===== src/rtl/mem_pkg.sv =====
// Shared types and constants for the memory issue scheduler.
package mem_pkg;

   localparam int unsigned XLEN   = 32;
   localparam int unsigned TAG_W  = 6;
   localparam int unsigned ID_W   = 6;
   localparam int unsigned ADDR_W = 6;
   localparam int unsigned F3_W   = 3;

   localparam logic [F3_W-1:0] F3_LB  = 3'b000;
   localparam logic [F3_W-1:0] F3_LH  = 3'b001;
   localparam logic [F3_W-1:0] F3_LW  = 3'b010;
   localparam logic [F3_W-1:0] F3_LBU = 3'b100;
   localparam logic [F3_W-1:0] F3_LHU = 3'b101;
   localparam logic [F3_W-1:0] F3_SB  = 3'b000;
   localparam logic [F3_W-1:0] F3_SH  = 3'b001;
   localparam logic [F3_W-1:0] F3_SW  = 3'b010;

   typedef struct packed {
      logic              valid;
      logic              ld_st;
      logic [F3_W-1:0]   funct3;
      logic [XLEN-1:0]   imm;
      logic [XLEN-1:0]   rs1_val;
      logic              rs1_rdy;
      logic [TAG_W-1:0]  rs1_tag;
      logic [XLEN-1:0]   sd_val;
      logic              sd_rdy;
      logic [TAG_W-1:0]  sd_tag;
      logic [ID_W-1:0]   id;
      logic [ADDR_W-1:0] addr;
   } mem_sched_entry_t;

   // Fields handed to the memory unit on issue.
   typedef struct packed {
      logic              ld_st;
      logic [F3_W-1:0]   funct3;
      logic [XLEN-1:0]   imm;
      logic [XLEN-1:0]   rs1_val;
      logic [XLEN-1:0]   sd_val;
      logic [ID_W-1:0]   id;
      logic [ADDR_W-1:0] addr;
   } mem_issue_t;

   // Capture a broadcast result into any pending operand whose tag matches.
   function automatic mem_sched_entry_t snoop_cdb(input mem_sched_entry_t e,
                                                  input logic             hit,
                                                  input logic [TAG_W-1:0] tag,
                                                  input logic [XLEN-1:0]  val);
      mem_sched_entry_t r;
      r = e;
      if (hit && !e.rs1_rdy && (e.rs1_tag == tag)) begin
         r.rs1_val = val;
         r.rs1_rdy = 1'b1;
      end
      if (hit && !e.sd_rdy && (e.sd_tag == tag)) begin
         r.sd_val = val;
         r.sd_rdy = 1'b1;
      end
      return r;
   endfunction

endpackage


===== src/rtl/mem_sched_entry.sv =====
// One scheduler queue slot: operand storage with CDB wake-up and dispatch bypass.
module mem_sched_entry
   import mem_pkg::*;
(
   input  logic                  clk,
   input  logic                  reset,
   input  logic                  flush,
   input  logic                  wr_en,
   input  logic                  clr_en,
   input  mem_sched_entry_t      wr_data,
   input  logic                  cdb_true,
   input  logic [TAG_W-1:0]      cdb_tag,
   input  logic [XLEN-1:0]       cdb_val,
   output logic                  elig_c,
   output mem_issue_t            payload_c
);

   mem_sched_entry_t ent_q, ent_d;

   always_comb begin
      ent_d = ent_q;
      if (ent_q.valid) begin
         ent_d = snoop_cdb(ent_q, cdb_true, cdb_tag, cdb_val);
      end
      if (clr_en) begin
         ent_d.valid = 1'b0;
      end
      if (wr_en) begin
         ent_d = snoop_cdb(wr_data, cdb_true, cdb_tag, cdb_val);
      end
      if (flush) begin
         ent_d.valid = 1'b0;
      end
   end

   always_ff @(posedge clk or negedge reset) begin
      if (!reset) begin
         ent_q <= '0;
      end else begin
         ent_q <= ent_d;
      end
   end

   // Eligibility looks only at registered state.
   assign elig_c = ent_q.valid && ent_q.rs1_rdy && (!ent_q.ld_st || ent_q.sd_rdy);

   assign payload_c.ld_st   = ent_q.ld_st;
   assign payload_c.funct3  = ent_q.funct3;
   assign payload_c.imm     = ent_q.imm;
   assign payload_c.rs1_val = ent_q.rs1_val;
   assign payload_c.sd_val  = ent_q.sd_val;
   assign payload_c.id      = ent_q.id;
   assign payload_c.addr    = ent_q.addr;

endmodule


===== src/rtl/mem_issue_sched.sv =====
// In-order memory op issue queue: circular FIFO, head-only issue to the memory unit.
module mem_issue_sched
   import mem_pkg::*;
#(
   parameter int unsigned DEPTH = 4
) (
   input  logic                 clk,
   input  logic                 reset,
   input  logic                 disp_valid,
   output logic                 disp_ready,
   input  logic                 disp_ld_st,
   input  logic [F3_W-1:0]      disp_funct3,
   input  logic [XLEN-1:0]      disp_imm,
   input  logic [XLEN-1:0]      disp_rs1_val,
   input  logic                 disp_rs1_rdy,
   input  logic [TAG_W-1:0]     disp_rs1_tag,
   input  logic [XLEN-1:0]      disp_sd_val,
   input  logic                 disp_sd_rdy,
   input  logic [TAG_W-1:0]     disp_sd_tag,
   input  logic [ID_W-1:0]      disp_id,
   input  logic [ADDR_W-1:0]    disp_addr,
   input  logic                 cdb_true,
   input  logic [TAG_W-1:0]     cdb_tag,
   input  logic [XLEN-1:0]      cdb_val,
   input  logic                 flush,
   input  logic                 mem_stall,
   output logic                 new_inst,
   output logic [XLEN-1:0]      rs1,
   output logic [XLEN-1:0]      imm,
   output logic [XLEN-1:0]      store_data,
   output logic [F3_W-1:0]      funct3,
   output logic                 load_store,
   output logic [ID_W-1:0]      id,
   output logic [ADDR_W-1:0]    addr,
   output logic [$clog2(DEPTH):0] occupancy
);

   localparam int unsigned PTR_W = $clog2(DEPTH);
   localparam int unsigned CNT_W = PTR_W + 1;

   logic [PTR_W-1:0] head_q, head_d, tail_q, tail_d;
   logic [CNT_W-1:0] occ_q, occ_d;
   logic             new_inst_q, new_inst_d;
   mem_issue_t       iss_q, iss_d;

   logic [DEPTH-1:0] ent_elig;
   mem_issue_t       ent_pl [DEPTH];
   logic [DEPTH-1:0] wr_sel, clr_sel;
   mem_sched_entry_t disp_ent;
   logic             do_disp, do_issue;

   assign disp_ready = (occ_q < CNT_W'(DEPTH)) && !flush;
   assign do_disp    = disp_valid && disp_ready;
   assign do_issue   = ent_elig[head_q] && !mem_stall && !flush;

   always_comb begin
      disp_ent         = '0;
      disp_ent.valid   = 1'b1;
      disp_ent.ld_st   = disp_ld_st;
      disp_ent.funct3  = disp_funct3;
      disp_ent.imm     = disp_imm;
      disp_ent.rs1_val = disp_rs1_val;
      disp_ent.rs1_rdy = disp_rs1_rdy;
      disp_ent.rs1_tag = disp_rs1_tag;
      disp_ent.sd_val  = disp_sd_val;
      disp_ent.sd_rdy  = disp_sd_rdy;
      disp_ent.sd_tag  = disp_sd_tag;
      disp_ent.id      = disp_id;
      disp_ent.addr    = disp_addr;
   end

   for (genvar i = 0; i < DEPTH; i++) begin : g_ent
      assign wr_sel[i]  = do_disp && (tail_q == PTR_W'(i));
      assign clr_sel[i] = do_issue && (head_q == PTR_W'(i));

      mem_sched_entry u_ent (
         .clk       (clk),
         .reset     (reset),
         .flush     (flush),
         .wr_en     (wr_sel[i]),
         .clr_en    (clr_sel[i]),
         .wr_data   (disp_ent),
         .cdb_true  (cdb_true),
         .cdb_tag   (cdb_tag),
         .cdb_val   (cdb_val),
         .elig_c    (ent_elig[i]),
         .payload_c (ent_pl[i])
      );
   end

   always_comb begin
      head_d     = head_q;
      tail_d     = tail_q;
      occ_d      = occ_q;
      iss_d      = iss_q;
      new_inst_d = 1'b0;
      if (do_issue) begin
         iss_d      = ent_pl[head_q];
         new_inst_d = 1'b1;
         head_d     = head_q + PTR_W'(1);
      end
      if (do_disp) begin
         tail_d = tail_q + PTR_W'(1);
      end
      case ({do_disp, do_issue})
         2'b10:   occ_d = occ_q + CNT_W'(1);
         2'b01:   occ_d = occ_q - CNT_W'(1);
         default: occ_d = occ_q;
      endcase
      // Squash wins over everything; output data fields keep their last values.
      if (flush) begin
         head_d     = '0;
         tail_d     = '0;
         occ_d      = '0;
         new_inst_d = 1'b0;
      end
   end

   always_ff @(posedge clk or negedge reset) begin
      if (!reset) begin
         head_q     <= '0;
         tail_q     <= '0;
         occ_q      <= '0;
         new_inst_q <= 1'b0;
         iss_q      <= '0;
      end else begin
         head_q     <= head_d;
         tail_q     <= tail_d;
         occ_q      <= occ_d;
         new_inst_q <= new_inst_d;
         iss_q      <= iss_d;
      end
   end

   assign new_inst   = new_inst_q;
   assign rs1        = iss_q.rs1_val;
   assign imm        = iss_q.imm;
   assign store_data = iss_q.sd_val;
   assign funct3     = iss_q.funct3;
   assign load_store = iss_q.ld_st;
   assign id         = iss_q.id;
   assign addr       = iss_q.addr;
   assign occupancy  = occ_q;

endmodule


===== config.mk =====
export PLATFORM = sky130hd
export DESIGN_NAME = mem_issue_sched
export DESIGN_NICKNAME = d
export VERILOG_FILES = /design/src/rtl/mem_pkg.sv /design/src/rtl/mem_sched_entry.sv /design/src/rtl/mem_issue_sched.sv
export SDC_FILE = /design/constraint.sdc
export NUM_CORES = 1
export LEC_CHECK = 0
export ABC_CLOCK_PERIOD_IN_PS = 3100
export CAP_MARGIN = 5
export CORE_ASPECT_RATIO = 0.5
export CORE_MARGIN = 2
export CORE_UTILIZATION = 44
export DETAILED_ROUTE_END_ITERATION = 10
export MAX_ROUTING_LAYER = met4
export PLACE_DENSITY_LB_ADDON = 0.15
export SETUP_SLACK_MARGIN = 0.1
export SLEW_MARGIN = 25
export SYNTH_ARGS = -nofsm -noshare
export SYNTH_HDL_FRONTEND = slang
export SYNTH_SLANG_ARGS = --single-unit
export TNS_END_PERCENT = 1

===== constraint.sdc =====
create_clock -name clk -period 3.1 [get_ports clk]
set_input_delay 0.465 -clock clk [delete_from_list [all_inputs] [get_ports clk]]
set_output_delay 0.465 -clock clk [all_outputs]
set_load 0.05 [all_outputs]

Word level (Yosys, flattened, before mapping) --
Cells that the tools add are included.
Storage, ports and cells: bits in registers 628, output and inout bits 117, bits of input ports 170, logic and storage cells 209
Cells by class: bitwise logic cells 1, equal/unequal tests 18, reduce and logical (&&, ||, !) cells 85, multiplexer cells 39, $lt $le $gt $ge 3, add/subtract/negate cells 4
Operators by type and width (count):
- $mux 127 | 8
- $mux 33 | 10
- $bmux 112 s2 | 1
- $mux 112 | 2
- $eq 6x6->1 | 10
- $logic_and 1x1->1 | 40
- $reduce_bool 2->1 | 14
- $logic_not 1->1 | 16
- $reduce_and 2->1 | 8
- $mux 1 | 11
- $eq 2x2->1 const B | 5
- $mux 2 | 4
- $eq 2x1->1 const B | 3
- $pmux 3 s2 | 1
- $add 2x1->2 const B | 2
- $logic_not 2->1 | 2
- $logic_or 1x1->1 | 4
- $add 3x1->3 const B | 1
- $ge 3x3->1 const B | 1
- $lt 2x3->1 const B | 1
- $lt 3x3->1 const B | 1
- $mux 3 | 1
- $not 2->3 | 1
- $reduce_bool 3->1 | 1
- other kinds (2) | 2

Logic depth before layout (Yosys ltp) --
word-level depth 11, mapped depth 12, mapped depth without buffers 10

Cells and area by module --
Synthesis repeated with hierarchy kept, for this count alone.
Second synthesis, totals: cells, all modules 2870, area total of the unflattened synthesis 36257.3 um^2
Modules (own cells, without submodules):
- mem_sched_entry | instances 4, area each 7183.1 um^2, sequential area each 3178.0 um^2, cells each 608
- mem_issue_sched | instances 1, area each 7524.7 um^2, sequential area each 3002.9 um^2, cells each 438

Least setup slack after synthesis --
No wires, ideal clock.
path kind register to register, start reg head_q[1], end reg occ_q[1], in the netlist occupancy[1], setup time 0.071 ns, path slack 0.537 ns, stages on the path, launching flop included 12, data required time 3.029 ns, path buffers 2, arrival 2.492 ns, clock period less this slack 2.563 ns, cell sequence dfrtp_1 -> buf_2 -> nand3_1 -> a21oi_1 -> o21ai_1 -> a21oi_4 -> buf_2 -> and2_1 -> fa_1 -> nand2_1 -> or4_1 -> nand4_1
Between the ends: longest elaborated chain between the ends 7, elaborated cells between the ends (all ways) 9, those cells by class eq/ne (2); mux (4); reduce/logical (3)
Ends and longest elaborated chain:
- from (decl) | line mem_issue_sched.sv:41 | logic [PTR_W-1:0] head_q, head_d, tail_q, tail_d;
- from (signal assigned) | line mem_issue_sched.sv:121 | head_q <= '0;
- from (signal assigned) | line mem_issue_sched.sv:127 | head_q <= head_d;
- $bmux 1 s2 (*) | line mem_issue_sched.sv:54 | assign do_issue = ent_elig[head_q] && !mem_stall && !flush;
- $mux 1 (not written as such) (*) | line mem_issue_sched.sv:54
- $logic_and 1x1->1 (*) (2 in a row) | line mem_issue_sched.sv:54
- net do_issue | line mem_issue_sched.sv:50 | logic do_disp, do_issue;
- $eq 2x1->1 / $eq 2x2->1 (equally long branches) | line mem_issue_sched.sv:105 | case ({do_disp, do_issue})
- $pmux 3 s2 | line mem_issue_sched.sv:105
- $mux 3 | line mem_issue_sched.sv:111 | if (flush) begin
- to (signal assigned) | line mem_issue_sched.sv:123 | occ_q <= '0;
- to (signal assigned) | line mem_issue_sched.sv:129 | occ_q <= occ_d;
- to (decl) | line mem_issue_sched.sv:42 | logic [CNT_W-1:0] occ_q, occ_d;
The timed path passes the listed nets; every way through them passes the cells marked *. The select of a mux whose other input is x is not followed. A chain may end at the register's enable or synchronous reset.

Worst setup path after layout --
start reg g_ent[1].u_ent.ent_q[18] (netlist name), end reg occ_q[1], in the netlist occupancy[1]
Between the ends: longest elaborated chain between the ends 9, elaborated cells between the ends (all ways) 11, those cells by class eq/ne (2); mux (4); reduce/logical (5)
Ends and longest elaborated chain:
- from (decl) | line mem_sched_entry.sv:18 | mem_sched_entry_t ent_q, ent_d;
- from (signal assigned) | line mem_sched_entry.sv:40 | ent_q <= ent_d;
- $logic_or 1x1->1 (*) | line mem_sched_entry.sv:45 | assign elig_c = ent_q.valid && ent_q.rs1_rdy && (!ent_q.ld_st || ent_q.sd_rdy);
- $logic_and 1x1->1 (*) | line mem_sched_entry.sv:45
- $bmux 1 s2 (*) | line mem_issue_sched.sv:54
- $mux 1 (not written as such) (*) | line mem_issue_sched.sv:54
- $logic_and 1x1->1 (*) (2 in a row) | line mem_issue_sched.sv:54
- $eq 2x1->1 / $eq 2x2->1 (equally long branches) | line mem_issue_sched.sv:105
- $pmux 3 s2 | line mem_issue_sched.sv:105
- $mux 3 | line mem_issue_sched.sv:111
Every way passes the cells marked *; elsewhere a longest branch is shown, timed or not. The select of a mux whose other input is x is not followed.

==> results.json <==
{
  "worstMarginPinSlew_ns": 0.948,
  "dr.pass1.iters": 5,
  "cts_tree": "built",
  "cts_buffers": 57,
  "synth_flop_cell": "dfrtp_1",
  "cts_resized": 0,
  "ys_seq_elements": 628,
  "cts-root-buf": "clkbuf_16",
  "ioPinCount": 287,
  "vdd_ir_drop_max_v": 0.000461,
  "track_usage_pct": 25.9,
  "synth_compound_area_share_pct": 8.00,
  "die_h_um": 187,
  "setup.worst_path.end_class": "flip-flop",
  "grt_pass1_vias": 22900,
  "antenna_found_initial": 1,
  "layout.nets": 3193,
  "synth_cells": 2772,
  "grt_max_degree": 127,
  "postRouteAntennaNets": 0,
  "max_stage_delay_ns": 0.51,
  "place.gp.congestion": 0.822,
  "final_max_slew_viol_count": 0,
  "vias_per_cell": 5.57,
  "cp.required_ns": 3.64,
  "clockBufferDepth": 3,
  "path_cells": "inv_1 > a211oi_1 > o21ai_1 > a21oi_4 > and2_1 > fa_1 > nand2_1 > or4_1 > nand4_1",
  "syn2layout_area_growth_pct": 21.8,
  "synth.avg_cell_area_um2": 10.6,
  "cp_max_fo": 6,
  "drive_gt1_share_pct": 13.3,
  "period_share_pct": 86.8,
  "synth_top_area_cell": "dfrtp_1",
  "postCtsSetupRepairBufs": 0,
  "finalHoldViolations": 0,
  "yosysSeqAreaShare_pct": 53.5,
  "synth_edf_count": 0,
  "skew_ns": 0.0260,
  "hpwlAfterDp_mm": 50.9,
  "start_kind": "flip-flop",
  "synth_top_area_share_pct": 53.5,
  "yosys-top-cells-count": "1049 x nand2_1, 628 x dfrtp_1, 160 x o211ai_1",
  "status": "completed",
  "overflow": 0,
  "p_leak_nw": 16.8,
  "max_freq_ghz": 0.372,
  "setup_viol": 0,
  "ctsHoldBuffers": 1,
  "cp_data_arrival_time_ns": 3.23,
  "synth.net_count": 2951,
  "slew_headroom_pct": 36.8,
  "drc": 0,
  "syn_area_um2": 29400,
  "synth_xor_area_share_pct": 1.79,
  "avgRoutedWirePerCell_um": 21.7,
  "synthMuxAreaShare_pct": 17.2,
  "clock_latency_ns": 0.62,
  "yosys_warnings": 0,
  "cpMaxStageDelayCell": "o21ai_1",
  "io_buffers": 286,
  "worstSetupPathType": "flip-flop to flip-flop",
  "crit_family": "compound AO/OA/AOI/OAI gates",
  "path_clk_slew_ns": 0.07,
  "p_per_area_nw_per_um2": 806,
  "synth_most_common_cell": "nand2_1",
  "h-tree-depth": 2,
  "clock_sinks": 628,
  "die_area_um2": 69000,
  "fin_tns_setup_ns": 0,
  "wl_mm": 85.8,
  "rsz0062_at_grt": "false",
  "synthTopCellsByArea": "dfrtp_1 53%, nand2_1 13%, mux4_2 8.6%, mux2i_1 4.4%, o211ai_1 4.1%",
  "post_synth_num_cell_types": 50,
  "min_period_ns": 2.69,
  "yosys.area_share.adder_pct": 0.409,
  "start_util_pct": 44.8,
  "fp.dieW_um": 370,
  "hp-class": "input port to async pin",
  "grt_pass1_wl_mm": 136,
  "critPathBufInv": 1,
  "drv_cap": 0,
  "coreArea_um2": 65600,
  "rows": 66,
  "via_count": 22000,
  "drtIter0Drc": 1978,
  "final_util_pct": 54.6,
  "synth-simple-area-share_pct": 15.5,
  "synth_top_family_by_area": "multiplexers",
  "synth-async-reset-ratio_pct": 100
}
==> metal layers <==
layer	vias up	share of wire, %	GRT usage (%)
met5	-	0	-
met4	0	2.2	6.52
met3	127	5.5	3.47
met2	670	49	41.4
met1	11200	44	35.2
li1	9954	-	-
==> area by class of cell <==
class                   instances  area (um2)
well taps                     884        1110
repair buffers                410        4230
clock inverters                21         180
diodes                          1        2.50
inverters                      13        48.8
multi-input cells            1904       12800
flip-flops and latches        628       15700
clock buffers                  87        1740
fillers                      5764       29800
==> cell families (layout without fill, tap and decap cells) <==
| family | count (synthesis) | in the layout |
|---|---|---|
| AO/OA/AOI/OAI | 334 | 334 |
| adder cells (fa/ha/maj) | 9 | 9 |
| other | 0 | 1 |
| multiplexers | 352 | 352 |
| buffers and inverters | 240 | 531 |
| AND/OR/NAND/NOR | 1149 | 1149 |
| XOR/XNOR | 60 | 60 |
| flip-flops | 628 | 628 |
==> placed cells by master, fill, tap and decap left out, types with 34 or more instances in the layout <==
| master | n |
|---|---|
| o211ai_1 | 160 |
| mux2_2 | 52 |
| mux2_1 | 60 |
| clkdlybuf4s50_1 | 285 |
| o21ai_0 | 61 |
| and2_1 | 36 |
| xor2_1 | 54 |
| clkbuf_16 | 59 |
| mux2i_1 | 128 |
| mux4_2 | 112 |
| a22oi_1 | 65 |
| dfrtp_1 | 626 |
| buf_4 | 89 |
| nand2_1 | 1049 |
| buf_12 | 34 |
==> final timing paths <==
kind,cells past startpoint,from,end,slack (ns)
worst max-delay path,9,g_ent[1].u_ent.ent_q[18],occupancy[1],0.41
worst min-delay path,2,reset,imm[18],0.46
worst max register to register,9,g_ent[1].u_ent.ent_q[18],occupancy[1],0.41
worst min register to register,2,g_ent[2].u_ent.payload_c[10],g_ent[2].u_ent.payload_c[10],0.47
max in group asynchronous,4,reset,rs1[19],1.70
min in group clk,2,g_ent[2].u_ent.payload_c[10],g_ent[2].u_ent.payload_c[10],0.47
==> registers in the layout (all words and copies together) (netlist names), 3 cells and up <==
register               flops
addr                       6
funct3                     3
g_ent.u_ent.ent_q         60
g_ent.u_ent.payload_c    448
id                         6
imm                       32
occupancy                  3
rs1                       32
store_data                32
==> worst register-to-register path: cells and delay by family, from the launching register on <==
kind                     cells  cell delay [ns]
AO/OA/AOI/OAI                3             0.80
AND/OR/NAND/NOR              4             0.77
adder cells (fa/ha/maj)      1             0.49
flip-flops                   1             0.36
buffers and inverters        1             0.19
==> power by group <==
part	internal, mW	switching, mW
clock network	4.05	3.25
logic	3.91	5.33
registers	10.9	1.42
==> metrics by stage <==
step           hold slack [ns]  worst slack [ns]  std cells  area [um2]  total power, mW
4_1_cts                  0.444             0.494       3947       35800             29.1
6_report                 0.461             0.410       3948       35800             28.8
5_1_grt                  0.455             0.321       3948       35800             30.4
3_3_place_gp             0.452             0.223       3838       33900             21.5
2_1_floorplan            0.169             0.537       2772       29400             18.4
3_5_place_dp             0.457             0.226       3838       33900             21.8
No activity file was read; power rests on OpenSTA's default activity.
